`src/rtl/riscv_pkg.sv`:
```
// Shared types and constants for the memory / write-back stage.
// Holds the FSM state type, funct3 size encodings, byte-enable constants and access helpers.
package riscv_pkg;

  typedef enum logic [1:0] {
    IDLE = 2'b00,
    REQ  = 2'b01,
    RSP  = 2'b10,
    WB   = 2'b11
  } wb_state_e;

  localparam logic [2:0] F3_LB  = 3'b000;
  localparam logic [2:0] F3_LH  = 3'b001;
  localparam logic [2:0] F3_LW  = 3'b010;
  localparam logic [2:0] F3_LBU = 3'b100;
  localparam logic [2:0] F3_LHU = 3'b101;
  localparam logic [2:0] F3_SB  = 3'b000;
  localparam logic [2:0] F3_SH  = 3'b001;
  localparam logic [2:0] F3_SW  = 3'b010;

  localparam logic [3:0] BE_NONE    = 4'b0000;
  localparam logic [3:0] BE_BYTE0   = 4'b0001;
  localparam logic [3:0] BE_HALF_LO = 4'b0011;
  localparam logic [3:0] BE_HALF_HI = 4'b1100;
  localparam logic [3:0] BE_WORD    = 4'b1111;

  typedef struct packed {
    logic [31:0] alu_result;
    logic [31:0] store_data;
    logic [4:0]  rf_waddr;
    logic        rf_we;
    logic        mem_we;
    logic        mem2rf;
    logic [2:0]  funct3;
  } ex_op_t;

  // Stores share the load size encodings, so one decode serves both directions.
  function automatic logic [3:0] byte_enable(input logic [2:0] funct3,
                                             input logic [1:0] offset);
    case (funct3)
      F3_LB, F3_LBU: byte_enable = BE_BYTE0 << offset;
      F3_LH, F3_LHU: byte_enable = offset[1] ? BE_HALF_HI : BE_HALF_LO;
      default:       byte_enable = BE_WORD;
    endcase
  endfunction

  function automatic logic [31:0] store_lanes(input logic [2:0]  funct3,
                                              input logic [31:0] data);
    case (funct3)
      F3_LB, F3_LBU: store_lanes = {4{data[7:0]}};
      F3_LH, F3_LHU: store_lanes = {2{data[15:0]}};
      default:       store_lanes = data;
    endcase
  endfunction

  function automatic logic is_misaligned(input logic [2:0] funct3,
                                         input logic [1:0] offset);
    case (funct3)
      F3_LB, F3_LBU: is_misaligned = 1'b0;
      F3_LH, F3_LHU: is_misaligned = offset[0];
      default:       is_misaligned = (offset != 2'b00);
    endcase
  endfunction

endpackage

```
`src/rtl/load_align.sv`:
```
// Extracts and extends load data from the returned word according to size and offset.
// With WB_SUBWORD_EN undefined every load is a plain word and the data passes through.
module load_align
  import riscv_pkg::*;
(
  input  logic [31:0] rdata_i,
  input  logic [1:0]  addr_i,
  input  logic [2:0]  funct3_i,
  output logic [31:0] data_o
);

`ifdef WB_SUBWORD_EN
  logic [7:0]  byte_sel;
  logic [15:0] half_sel;

  always_comb begin
    byte_sel = rdata_i[{addr_i, 3'b000} +: 8];
    half_sel = addr_i[1] ? rdata_i[31:16] : rdata_i[15:0];
    case (funct3_i)
      F3_LB:   data_o = {{24{byte_sel[7]}}, byte_sel};
      F3_LH:   data_o = {{16{half_sel[15]}}, half_sel};
      F3_LBU:  data_o = {24'd0, byte_sel};
      F3_LHU:  data_o = {16'd0, half_sel};
      default: data_o = rdata_i;
    endcase
  end
`else
  logic unused_cfg;
  assign unused_cfg = ^{addr_i, funct3_i};
  assign data_o     = rdata_i;
`endif

endmodule

```
`src/rtl/mem_wb_stage.sv`:
```
// Memory / write-back stage: one data-memory access per op, then a register-file write.
// Byte/halfword accesses are enabled by defining WB_SUBWORD_EN; otherwise all accesses are words.
module mem_wb_stage
  import riscv_pkg::*;
(
  input  logic        clk,
  input  logic        rst_n,
  input  logic        ex_valid_i,
  output logic        ex_ready_o,
  input  logic [31:0] alu_result_i,
  input  logic [31:0] store_data_i,
  input  logic [4:0]  rf_waddr_i,
  input  logic        rf_we_i,
  input  logic        mem_we_i,
  input  logic        mem2rf_i,
  input  logic [2:0]  funct3_i,
  output logic        dmem_req_o,
  output logic        dmem_we_o,
  output logic [31:0] dmem_addr_o,
  output logic [31:0] dmem_wdata_o,
  output logic [3:0]  dmem_be_o,
  input  logic        dmem_gnt_i,
  input  logic        dmem_rvalid_i,
  input  logic [31:0] dmem_rdata_i,
  output logic        rf_we_o,
  output logic [31:0] rf_waddr_o,
  output logic [31:0] rf_wdata_o,
  output logic        misalign_o
);

  wb_state_e   state_q, state_d;
  ex_op_t      hold_q, hold_d;
  logic        dmem_req_q, dmem_req_d;
  logic        dmem_we_q, dmem_we_d;
  logic [31:0] dmem_addr_q, dmem_addr_d;
  logic [31:0] dmem_wdata_q, dmem_wdata_d;
  logic [3:0]  dmem_be_q, dmem_be_d;
  logic        rf_we_q, rf_we_d;
  logic [4:0]  rf_waddr_q, rf_waddr_d;
  logic [31:0] rf_wdata_q, rf_wdata_d;
  logic        misalign_q, misalign_d;

  logic        is_mem_op;
  logic        req_misaligned;
  logic [3:0]  req_be;
  logic [31:0] req_wdata;
  logic [31:0] load_data;
  logic        unused_hold;

`ifdef WB_SUBWORD_EN
  assign req_be         = byte_enable(funct3_i, alu_result_i[1:0]);
  assign req_wdata      = store_lanes(funct3_i, store_data_i);
  assign req_misaligned = is_misaligned(funct3_i, alu_result_i[1:0]);
`else
  assign req_be         = BE_WORD;
  assign req_wdata      = store_data_i;
  assign req_misaligned = (alu_result_i[1:0] != 2'b00);
`endif

  assign is_mem_op   = mem_we_i | mem2rf_i;
  assign unused_hold = ^{hold_q.alu_result[31:2], hold_q.store_data, hold_q.mem2rf};

  load_align u_load_align (
    .rdata_i  (dmem_rdata_i),
    .addr_i   (hold_q.alu_result[1:0]),
    .funct3_i (hold_q.funct3),
    .data_o   (load_data)
  );

  always_comb begin
    state_d      = state_q;
    hold_d       = hold_q;
    dmem_req_d   = dmem_req_q;
    dmem_we_d    = dmem_we_q;
    dmem_addr_d  = dmem_addr_q;
    dmem_wdata_d = dmem_wdata_q;
    dmem_be_d    = dmem_be_q;
    rf_we_d      = 1'b0;
    rf_waddr_d   = rf_waddr_q;
    rf_wdata_d   = rf_wdata_q;
    misalign_d   = 1'b0;

    unique case (state_q)
      IDLE: begin
        if (ex_valid_i) begin
          hold_d.alu_result = alu_result_i;
          hold_d.store_data = store_data_i;
          hold_d.rf_waddr   = rf_waddr_i;
          hold_d.rf_we      = rf_we_i;
          hold_d.mem_we     = mem_we_i;
          hold_d.mem2rf     = mem2rf_i;
          hold_d.funct3     = funct3_i;
          if (!is_mem_op) begin
            state_d    = WB;
            rf_we_d    = rf_we_i && (rf_waddr_i != 5'd0);
            rf_waddr_d = rf_waddr_i;
            rf_wdata_d = alu_result_i;
          end else if (req_misaligned) begin
            misalign_d = 1'b1;
          end else begin
            state_d      = REQ;
            dmem_req_d   = 1'b1;
            dmem_we_d    = mem_we_i;
            dmem_addr_d  = {alu_result_i[31:2], 2'b00};
            dmem_be_d    = req_be;
            dmem_wdata_d = req_wdata;
          end
        end
      end
      // A response arriving alongside the grant belongs to nothing; only the grant counts.
      REQ: begin
        if (dmem_gnt_i) begin
          dmem_req_d = 1'b0;
          dmem_we_d  = 1'b0;
          state_d    = hold_q.mem_we ? IDLE : RSP;
        end
      end
      RSP: begin
        if (dmem_rvalid_i) begin
          state_d    = WB;
          rf_we_d    = hold_q.rf_we && (hold_q.rf_waddr != 5'd0);
          rf_waddr_d = hold_q.rf_waddr;
          rf_wdata_d = load_data;
        end
      end
      WB: begin
        state_d = IDLE;
      end
      default: begin
        state_d = IDLE;
      end
    endcase
  end

  always_ff @(posedge clk or negedge rst_n) begin
    if (!rst_n) begin
      state_q      <= IDLE;
      hold_q       <= '0;
      dmem_req_q   <= 1'b0;
      dmem_we_q    <= 1'b0;
      dmem_addr_q  <= 32'd0;
      dmem_wdata_q <= 32'd0;
      dmem_be_q    <= BE_NONE;
      rf_we_q      <= 1'b0;
      rf_waddr_q   <= 5'd0;
      rf_wdata_q   <= 32'd0;
      misalign_q   <= 1'b0;
    end else begin
      state_q      <= state_d;
      hold_q       <= hold_d;
      dmem_req_q   <= dmem_req_d;
      dmem_we_q    <= dmem_we_d;
      dmem_addr_q  <= dmem_addr_d;
      dmem_wdata_q <= dmem_wdata_d;
      dmem_be_q    <= dmem_be_d;
      rf_we_q      <= rf_we_d;
      rf_waddr_q   <= rf_waddr_d;
      rf_wdata_q   <= rf_wdata_d;
      misalign_q   <= misalign_d;
    end
  end

  assign ex_ready_o   = (state_q == IDLE);
  assign dmem_req_o   = dmem_req_q;
  assign dmem_we_o    = dmem_we_q;
  assign dmem_addr_o  = dmem_addr_q;
  assign dmem_wdata_o = dmem_wdata_q;
  assign dmem_be_o    = dmem_be_q;
  assign rf_we_o      = rf_we_q;
  assign rf_waddr_o   = {27'd0, rf_waddr_q};
  assign rf_wdata_o   = rf_wdata_q;
  assign misalign_o   = misalign_q;

endmodule

```
`config.mk`:
```
export PLATFORM = sky130hd
export DESIGN_NAME = mem_wb_stage
export DESIGN_NICKNAME = d
export VERILOG_FILES = /design/src/rtl/riscv_pkg.sv /design/src/rtl/load_align.sv /design/src/rtl/mem_wb_stage.sv
export SDC_FILE = /design/constraint.sdc
export NUM_CORES = 1
export LEC_CHECK = 0
export ABC_AREA = 1
export BUFFER_PORTS_ARGS = -buffer_cell sky130_fd_sc_hd__buf_2
export CORE_MARGIN = 5
export CORE_UTILIZATION = 25
export DETAILED_ROUTE_END_ITERATION = 7
export PLACE_DENSITY = 0.45
export SETUP_SLACK_MARGIN = 0.3
export SLEW_MARGIN = 10
export SYNTH_ARGS = -nofsm -noshare
export SYNTH_HDL_FRONTEND = slang
export SYNTH_SLANG_ARGS = --single-unit
```
`constraint.sdc`:
```
create_clock -name clk -period 1.7 [get_ports clk]
set_input_delay 0.17 -clock clk [delete_from_list [all_inputs] [get_ports clk]]
set_output_delay 0.17 -clock clk [all_outputs]
set_load 0.05 [all_outputs]
```
# Word level (Yosys, flattened, before mapping)
# Index checks and enable logic that the tools add are counted.
[word_totals]
register_bits = 113
input_bits = 112
out_inout_bits = 137
elab_cells = 70
[op_classes]
n_eq_ne = 10
muxes = 32
bitwise = 2
reduce_logical = 13
[ops]
columns = ["cell", "count"]
rows = [
  ["32-bit 2-to-1 mux", 3],
  ["32-bit one-hot mux with 2 select lines", 1],
  ["5-bit 2-to-1 mux", 3],
  ["1-bit 2-to-1 mux", 14],
  ["2-bit 2-to-1 mux", 6],
  ["4-bit AND reduction", 3],
  ["2-bit inequality test, second input constant", 5],
  ["5-bit one-hot mux with 2 select lines", 1],
  ["5-bit nonzero test", 2],
  ["2-bit one-hot mux with 4 select lines", 1],
  ["1-bit one-hot mux with 2 select lines", 3],
  ["2-bit nonzero test", 3],
  ["5-bit AND reduction", 1],
  ["2-bit equality test, second input constant", 2],
  ["3-bit inequality test, second input constant", 1],
  ["2-bit by 1-bit equality test with 1-bit output, second input constant", 1],
  ["1-bit logical AND", 2],
  ["2-bit zero test", 1],
  ["2-bit by 1-bit inequality test with 1-bit output, second input constant", 1],
  ["2-bit AND reduction", 1],
  ["1-bit inverter", 1],
  ["1-bit bitwise OR", 1],
]

# Longest topological paths before layout
# Gate-level depths: netlist of the first run.
[depth]
ltp_word = 5
depth_mapped = 9
mapped_depth_nobuf = 8

# Cells and area by module
# From an unflattened synthesis of the first run, not the netlist that was laid out.
[unflattened]
hier_cells = 714
area_unflattened_um2 = 5693.0
[by_module_without_submodules]
columns = ["module", "n_inst", "cells_each", "area_each_um2", "seq_area_each_um2"]
rows = [
  ["mem_wb_stage", 1, 682, 5452.7, 2952.8],
  ["load_align", 1, 32, 240.2, 0.0],
]

# Worst setup path before layout of the first run
# OpenSTA, ideal clock, no wires.
[synth_timing]
path_type = "register to register"
startpoint = "register state_q[1]"
endpoint = "register rf_waddr_q[4]"
setup_time_ns = 0.119
arrival_ns = 1.436
required_time_ns = 1.581
setup_slack_ns = 0.145
path_stages_with_launch = 9
n_path_buf = 2
period_less_slack_ns = 1.555
cell_sequence = "dfrtp_1 -> buf_4 -> nor2_4 -> nand2_1 -> nand2_1 -> nand2_2 -> buf_4 -> nand2_1 -> nand2_1"
[synth_between]
elab_chain_len = 3
elab_cells_between_ends = 8
classes_between = "eq/ne (4); mux (1); reduce/logical (3)"
[synth_lines]
columns = ["element", "line_no", "source"]
rows = [
  ["from (decl)", "mem_wb_stage.sv:31", "wb_state_e state_q, state_d;"],
  ["from (signal assigned)", "mem_wb_stage.sv:149", "state_q <= state_d;"],
  ["2-bit zero test (*)", "--", ""],
  ["named net ex_ready_o", "mem_wb_stage.sv:9", "output logic ex_ready_o,"],
  ["2-bit inequality test (no source line) or 2-bit nonzero test (tied branches)", "--", ""],
  ["4-bit AND reduction (no source line)", "--", ""],
  ["to (signal assigned)", "mem_wb_stage.sv:157", "rf_waddr_q <= rf_waddr_d;"],
  ["to (decl)", "mem_wb_stage.sv:39", "logic [4:0] rf_waddr_q, rf_waddr_d;"],
]
# Mark *: on every way through the listed nets, which the timed path passes. The rest lies on a longest branch.
# A chain may end at the register's enable or synchronous reset.

# Worst setup path in the final report of the first run
[layout_timing]
startpoint = "register state_q[1]"
endpoint = "output port ex_ready_o"
[layout_between]
elab_chain_len = 1
[layout_lines]
columns = ["element", "line_no", "source"]
rows = [
  ["2-bit zero test", "mem_wb_stage.sv:163", "assign ex_ready_o = (state_q == IDLE);"],
  ["to (decl)", "mem_wb_stage.sv:9", ""],
]
# No other way between the ends.

==> results.yml, run 1 <==
floorplan:
  die_w_um: 155
  start_util_pct: 25.2
  row_count: 53
  boundaryPins: 249
  design.die.area_mm2: 0.0241
  die_h_um: 155
  coreArea_mm2: 0.0209
synthesis:
  synth_area_mm2: 0.00527
  synthTopCellsByArea: "dfrtp_1, nand2_1, nand3_1, buf_4, o21ai_0"
  yosysTopAreaCell: "dfrtp_1"
  postSynthAreaPerCell_um2: 7.93
  synth_top_cell_area_share_pct: 53.7
  yosysSeqAreaShare_pct: 53.7
  syn_inst: 664
  yosysWarnings: 0
  ys_ff_latch: 113
  synthDistinctLibCells: 20
sta:
  period_share_pct: 85.5
  maxSlewViolCount: 0
  rsz0062_at_grt: "yes"
  setup-violations-final: 0
  tns_ps: 0
  fmax_ghz: 0.688
  skew_ps: 6.41
  finalHoldViolCount: 0
  finalCriticalPeriod_ps: 1450
drt:
  wl_met3_mm: 1.02
  wl_mm: 19.6
  ant_nets: 0
  drc: 0
  top_layer: "met4"
  drt-pass1-iter-count: 4
  viasPerCell: 4.19
  wl_met1_mm: 9.05
  first_iter_violations: 190
  wl_met2_mm: 9.18
  route.vias.total: 5228
  wl_per_cell_um: 15.7
final_layout:
  post_route_cells_drive_above_1_share_pct: 30.1
  register_area_mm2: 0.00283
  fin_cells: 1247
  postLayoutCoreUtil_pct: 39.0
  syn_to_final_growth_pct: 54.7
  multi_input_area_mm2: 0.00206
  fillers: 2182
  final_nets: 1069
worst_setup_path:
  critical_path.max_stage_delay_ps: 480
  path_buf_inv: 1
  critPathTopFamily: "flip-flops"
  worst_ep_arrival_time_ps: 1280
  start_kind: "flop"
  worst_ep_required_time_ps: 1530
  end_kind: "output port"
  r2r_start: "state_q[1]"
  crit_start: "state_q[1]"
  crit_chain: "nor2_4, buf_8"
  slowest_stage: "dfrtp_2"
  critPathKind: "flop to output port"
  cp_max_fo: 6
clock_network:
  cts_sinks: 113
  numCtsBuffers: 17
  cts_tree: "yes"
  cts.path.max_buffers: 2
  clk_latency_ps: 410
  root_buffer: "clkbuf_16"
  clk_pin_slew_ps: 60
  h-tree-depth: 4
global_route:
  grt_pass1_vias: 5116
  antenna_found_initial: 2
  grt_pass1_wl_mm: 28.5
  grt_max_degree: 64
  gr-total-overflow: 0
  grt_usage_pct: 15.3
place:
  gp_congestion: 0.775
  portBuffers: 216
  place.detailed.instances: 1133
  hpwl_mm: 12.3
job:
  drv_cap: 0
pwr:
  ir_drop_mv: 0.793
  p_leak_nw: 4.61
  total_power_mw: 17.9
  power_density_mw_per_mm2: 2200
outcome:
  outcome: "completed"
worst_hold_path:
  min_from: "mem_we_i"
  hold_path.class: "primary input to flop"
## logic make-up after synthesis
family          synth area share [%]
compound gates                  1.43
other cells                   0.0712
flops                           53.7
simple gates                    34.6
buf+inv                         10.2
## power by group
group          leakage (nW)  switching (mW)  total (mW)  internal (mW)
Sequential             1.41           0.652        4.60           3.95
Clock                 0.283            1.29        3.62           2.33
Combinational          2.91            7.23        9.66           2.43
## flip-flops by register name (all words and copies together), names as in the netlist
signal and flops:
dmem_req_o 1, dmem_we_o 1, misalign_o 1, hold_q 7
rf_wdata_o 32, rf_we_o 1, rf_waddr_q 5, dmem_addr_o 30
state_q 2, dmem_be_o 1, dmem_wdata_o 32
## worst paths after layout
kind,slack (ps),cells after the start,end
min,30,3,hold_q[4]
min in group asynchronous,190,2,rf_wdata_o[17]
max reg2reg,270,7,rf_wdata_o[28]
min reg2reg,460,2,rf_waddr_q[4]
max,250,2,ex_ready_o
max in group asynchronous,950,3,dmem_wdata_o[15]
## metal layers
| layer | track usage, % | vias to the layer above |
|---|---|---|
| met5 | 0 | - |
| met4 | 4.96 | 0 |
| met3 | 3.67 | 20 |
| met1 | 20.1 | 2463 |
| li1 | - | 2590 |
| met2 | 24.9 | 155 |
## cell type report
type	instances	share of cell area [%]
flip-flops and latches	113	34.7
repair buffers	313	27.4
multi-input cells	492	25.3
clock buffers	21	5.53
well taps	275	4.22
clock inverters	11	1.69
inverters	20	1.11
diodes	2	0.0614
## through the flow
| stage | worst slack [ps] | cell area (um2) | hold WS, ps |
|---|---|---|---|
| final | 247 | 8150 | 32.8 |
| after detailed placement | 152 | 6590 | 68.2 |
| after global routing | 200 | 8150 | 42.1 |
| after CTS | 252 | 7960 | 4.57 |
| after floorplan | 173 | 5390 | -126 |
| after global placement | 174 | 6590 | 74.7 |
## synth_stat cells (all sizes together)
cell type and n:
nor3 1, o21ai 15, nand3 78, buf 63
or2 1, nor2 9, dfrtp 113, conb 1
clkbuf 4, inv 20, nand2 359
## cells in the final DEF (no fill, tap or decap), types with 2 or more instances in the layout
cell / count
dfrtp_1: 111
nand2_2: 2
dfrtp_2: 2
buf_6: 5
nand2_8: 2
nor2_4: 2
buf_4: 9
o21ai_0: 15
nand2_1: 351
dlygate4sd3_1: 69
buf_8: 2
bufinv_16: 3
diode_2: 2
inv_1: 16
buf_16: 2
buf_12: 8
nand3_2: 2
nand3_1: 76
clkinv_2: 5
conb_1: 29
nand2_4: 4
clkbuf_1: 3
nor2_1: 7
inv_2: 2
clkbuf_16: 21
clkinvlp_4: 3
buf_2: 214
## what timing repair did
action / CTS / global route
setup buffers: 2 / 2
pin swaps: 1 / 2
hold endpoints to repair: 181 / 0
resized for setup: 12 / 12
endpoints found under the setup margin: 102 / 103
hold buffers: 69 / 0
cloned: 1 / 6
## worst reg2reg max path, cell delays in order (launching register included)
cell,delay [ps]
dfrtp_2,480
nor2_4,220
nand2_4,100
nand2_8,120
nand2_8,110
clkbuf_16,190
nand2_1,60
nand2_1,40
Power figures use the tool's default switching activity.
==> run 2, diff against run 1 <==
SYNTH_HIERARCHICAL = 1   (was default)
TNS_END_PERCENT = 50   (was default)
clock period = 1.8 ns   (was 1.7 ns; I/O delays follow)
==> run 2 against run 1 <==
Final cell count increased by 0.80%. Largest power group unchanged. Register-to-register slack improved by 40 ps. Total power shrank 5.4%. Combinational power is 6.4% lower. Area after synthesis up 4.8%.
==> results.yml, run 2 <==
sta:
  worst_slew_pin_slew_ps: 652
  skew_ps: 9.15
  fin_hold_ws_ps: 19.4
  setup-violations-final: 0
  rsz0062_at_grt: "yes"
  finalHoldViolCount: 0
  period_share_pct: 82.7
  finalCriticalPeriod_ps: 1490
  maxSlewViolCount: 0
  fmax_ghz: 0.671
  layout_setup_ws_ps: 311
  slew_headroom_pct: 56.5
  tns_ps: 0
job:
  drv_cap: 0
pwr:
  p_leak_nw: 4.66
  p_int_mw: 8.23
  p_seq_share_pct: 25.5
  swShare_pct: 51.4
  power_density_mw_per_mm2: 2060
  clock_power_share_pct: 21.0
  power_frac_comb_pct: 53.4
  total_power_mw: 16.9
  p_sw_mw: 8.69
  ir_drop_mv: 0.837
worst_setup_path:
  crit_chain: "nor2_4, buf_6, nand2_8, clkinv_8, nand2_8, buf_12, inv_16, or2_2"
  cp_max_fo: 14
  r2r-end: "dmem_be_o[0]"
  crit_start: "state_q[0]"
  slowest_stage: "dfrtp_1"
  reg2reg_slack_ps: 310
  end_kind: "flop"
  endpoint: "dmem_be_o[0]"
  start_kind: "flop"
  critical_path.max_stage_delay_ps: 390
  worst_ep_arrival_time_ps: 1780
  r2r_start: "state_q[0]"
  reg2reg_depth: 8
  critPathKind: "flop to flop"
  worst_ep_required_time_ps: 2090
  cpMostUsedCell: "nand2_8"
place:
  dpl_cell_area_mm2: 0.00656
  hpwl_mm: 12.5
  gp_congestion: 0.733
  pre_cts_slack_ps: 146
  portBuffers: 216
  place.detailed.instances: 1141
final_layout:
  syn_to_final_growth_pct: 49.0
  fin_cells: 1257
  post-route-cell-area_mm2: 0.00822
  fillers: 2310
  postLayoutCoreUtil_pct: 37.8
  mostFrequentLayoutCells: "nand2_1, buf_2, dfrtp_1"
  final_common_cell: "nand2_1"
  post_route_cells_drive_above_1_share_pct: 31.8
  diodes: 0
  register_area_mm2: 0.00283
  multi_input_area_mm2: 0.00207
  final_nets: 1076
clock_network:
  h-tree-depth: 4
  cts_tree: "yes"
  clk_latency_ps: 410
  cts.path.max_buffers: 2
  root_buffer: "clkbuf_16"
  clk_pin_slew_ps: 60
  numCtsBuffers: 17
  cts_sinks: 113
outcome:
  outcome: "completed"
drt:
  drc: 0
  drt-pass1-iter-count: 4
  first_iter_violations: 228
  route.vias.total: 5197
  ant_nets: 0
  wl_per_cell_um: 15.7
  wl_mm: 19.8
  viasPerCell: 4.13
global_route:
  gr-total-overflow: 0
  grt_usage_pct: 14.7
  grt_pass1_wl_mm: 28.3
  antenna_found_initial: 0
  grt_max_degree: 114
  grt_pass1_vias: 5261
synthesis:
  yosysWarnings: 6
  synth_area_mm2: 0.00552
  syn_inst: 696
  postSynthAreaPerCell_um2: 7.93
floorplan:
  design.die.area_mm2: 0.0251
  start_util_pct: 25.4
  coreArea_mm2: 0.0218
  die_w_um: 159
  die_h_um: 159
  boundaryPins: 249
  row_count: 54
worst_hold_path:
  hold_path.class: "primary input to flop"
## run 2: cell count changes in the layout (fill, tap and decap cells not counted), sizes merged
| cell | before | now |
|---|---|---|
| inv | 19 | 23 |
| diode | 2 | 0 |
| clkinv | 6 | 8 |
| clkinvlp | 3 | 1 |
| nand3 | 78 | 77 |
| nand4 | 0 | 1 |
| nor2 | 9 | 7 |
| dlygate4sd3 | 69 | 65 |
| clkbuf | 25 | 24 |
| nand2 | 359 | 362 |
| o21ai | 15 | 13 |
| buf | 240 | 248 |
| nor3 | 1 | 2 |
## run 2: final cells by class
class | count | area share (%)
clock buffer | 20 | 5.68
clock inverter | 12 | 1.90
inverter | 21 | 1.34
multi-input combinational | 492 | 25.2
sequential | 113 | 34.4
tap | 280 | 4.26
timing repair buffer | 317 | 26.8
timing repair inverter | 2 | 0.350
## run 2: worst min-delay path by stage
| stage | slack [ps] | cells past startpoint | to | start |
|---|---|---|---|---|
| final | 20 | 3 | hold_q[8] | rf_waddr_i[2] |
| after global placement | 330 | 2 | dmem_wdata_o[31] | rst_n |
| after global routing | 9 | 3 | dmem_addr_o[11] | alu_result_i[11] |
| after floorplan | -120 | 0 | dmem_addr_o[10] | rst_n |
| after CTS | 1 | 3 | hold_q[8] | rf_waddr_i[2] |
| after detailed placement | 340 | 2 | dmem_wdata_o[31] | rst_n |
## run 2: power groups by stage
stage	Sequential, mW	Combinational (mW)	Clock (mW)
4_1_cts	4.33	9.03	3.67
2_1_floorplan	8.11	2.75	0
3_5_place_dp	4.35	8.67	0
3_3_place_gp	4.34	8.64	0
5_1_grt	4.46	9.74	3.79
6_report	4.32	9.04	3.56
## run 2: per-layer routing
| metal | global-route usage, % | up-vias | wire length [um] |
|---|---|---|---|
| met3 | 4.68 | 8 | 1460 |
| li1 | - | 2606 | - |
| met1 | 18.9 | 2389 | 8960 |
| met2 | 24.2 | 194 | 9260 |
| met4 | 3.17 | 0 | 110 |
| met5 | 0 | - | 0 |
## run 2: critical path: cells and delay by family, from the launching register on
kind          cells  cell delay, ps
simple gates      4             570
buf+inv           4             400
flops             1             390
## run 2: what timing repair did
action,4_1_cts,5_1_grt
hold buffers,65,0
pin swaps,1,8
setup buffers,6,4
gates cloned,2,7
endpoints found under the hold margin,177,0
endpoints found under the setup margin,55,89
gates resized for setup,12,24
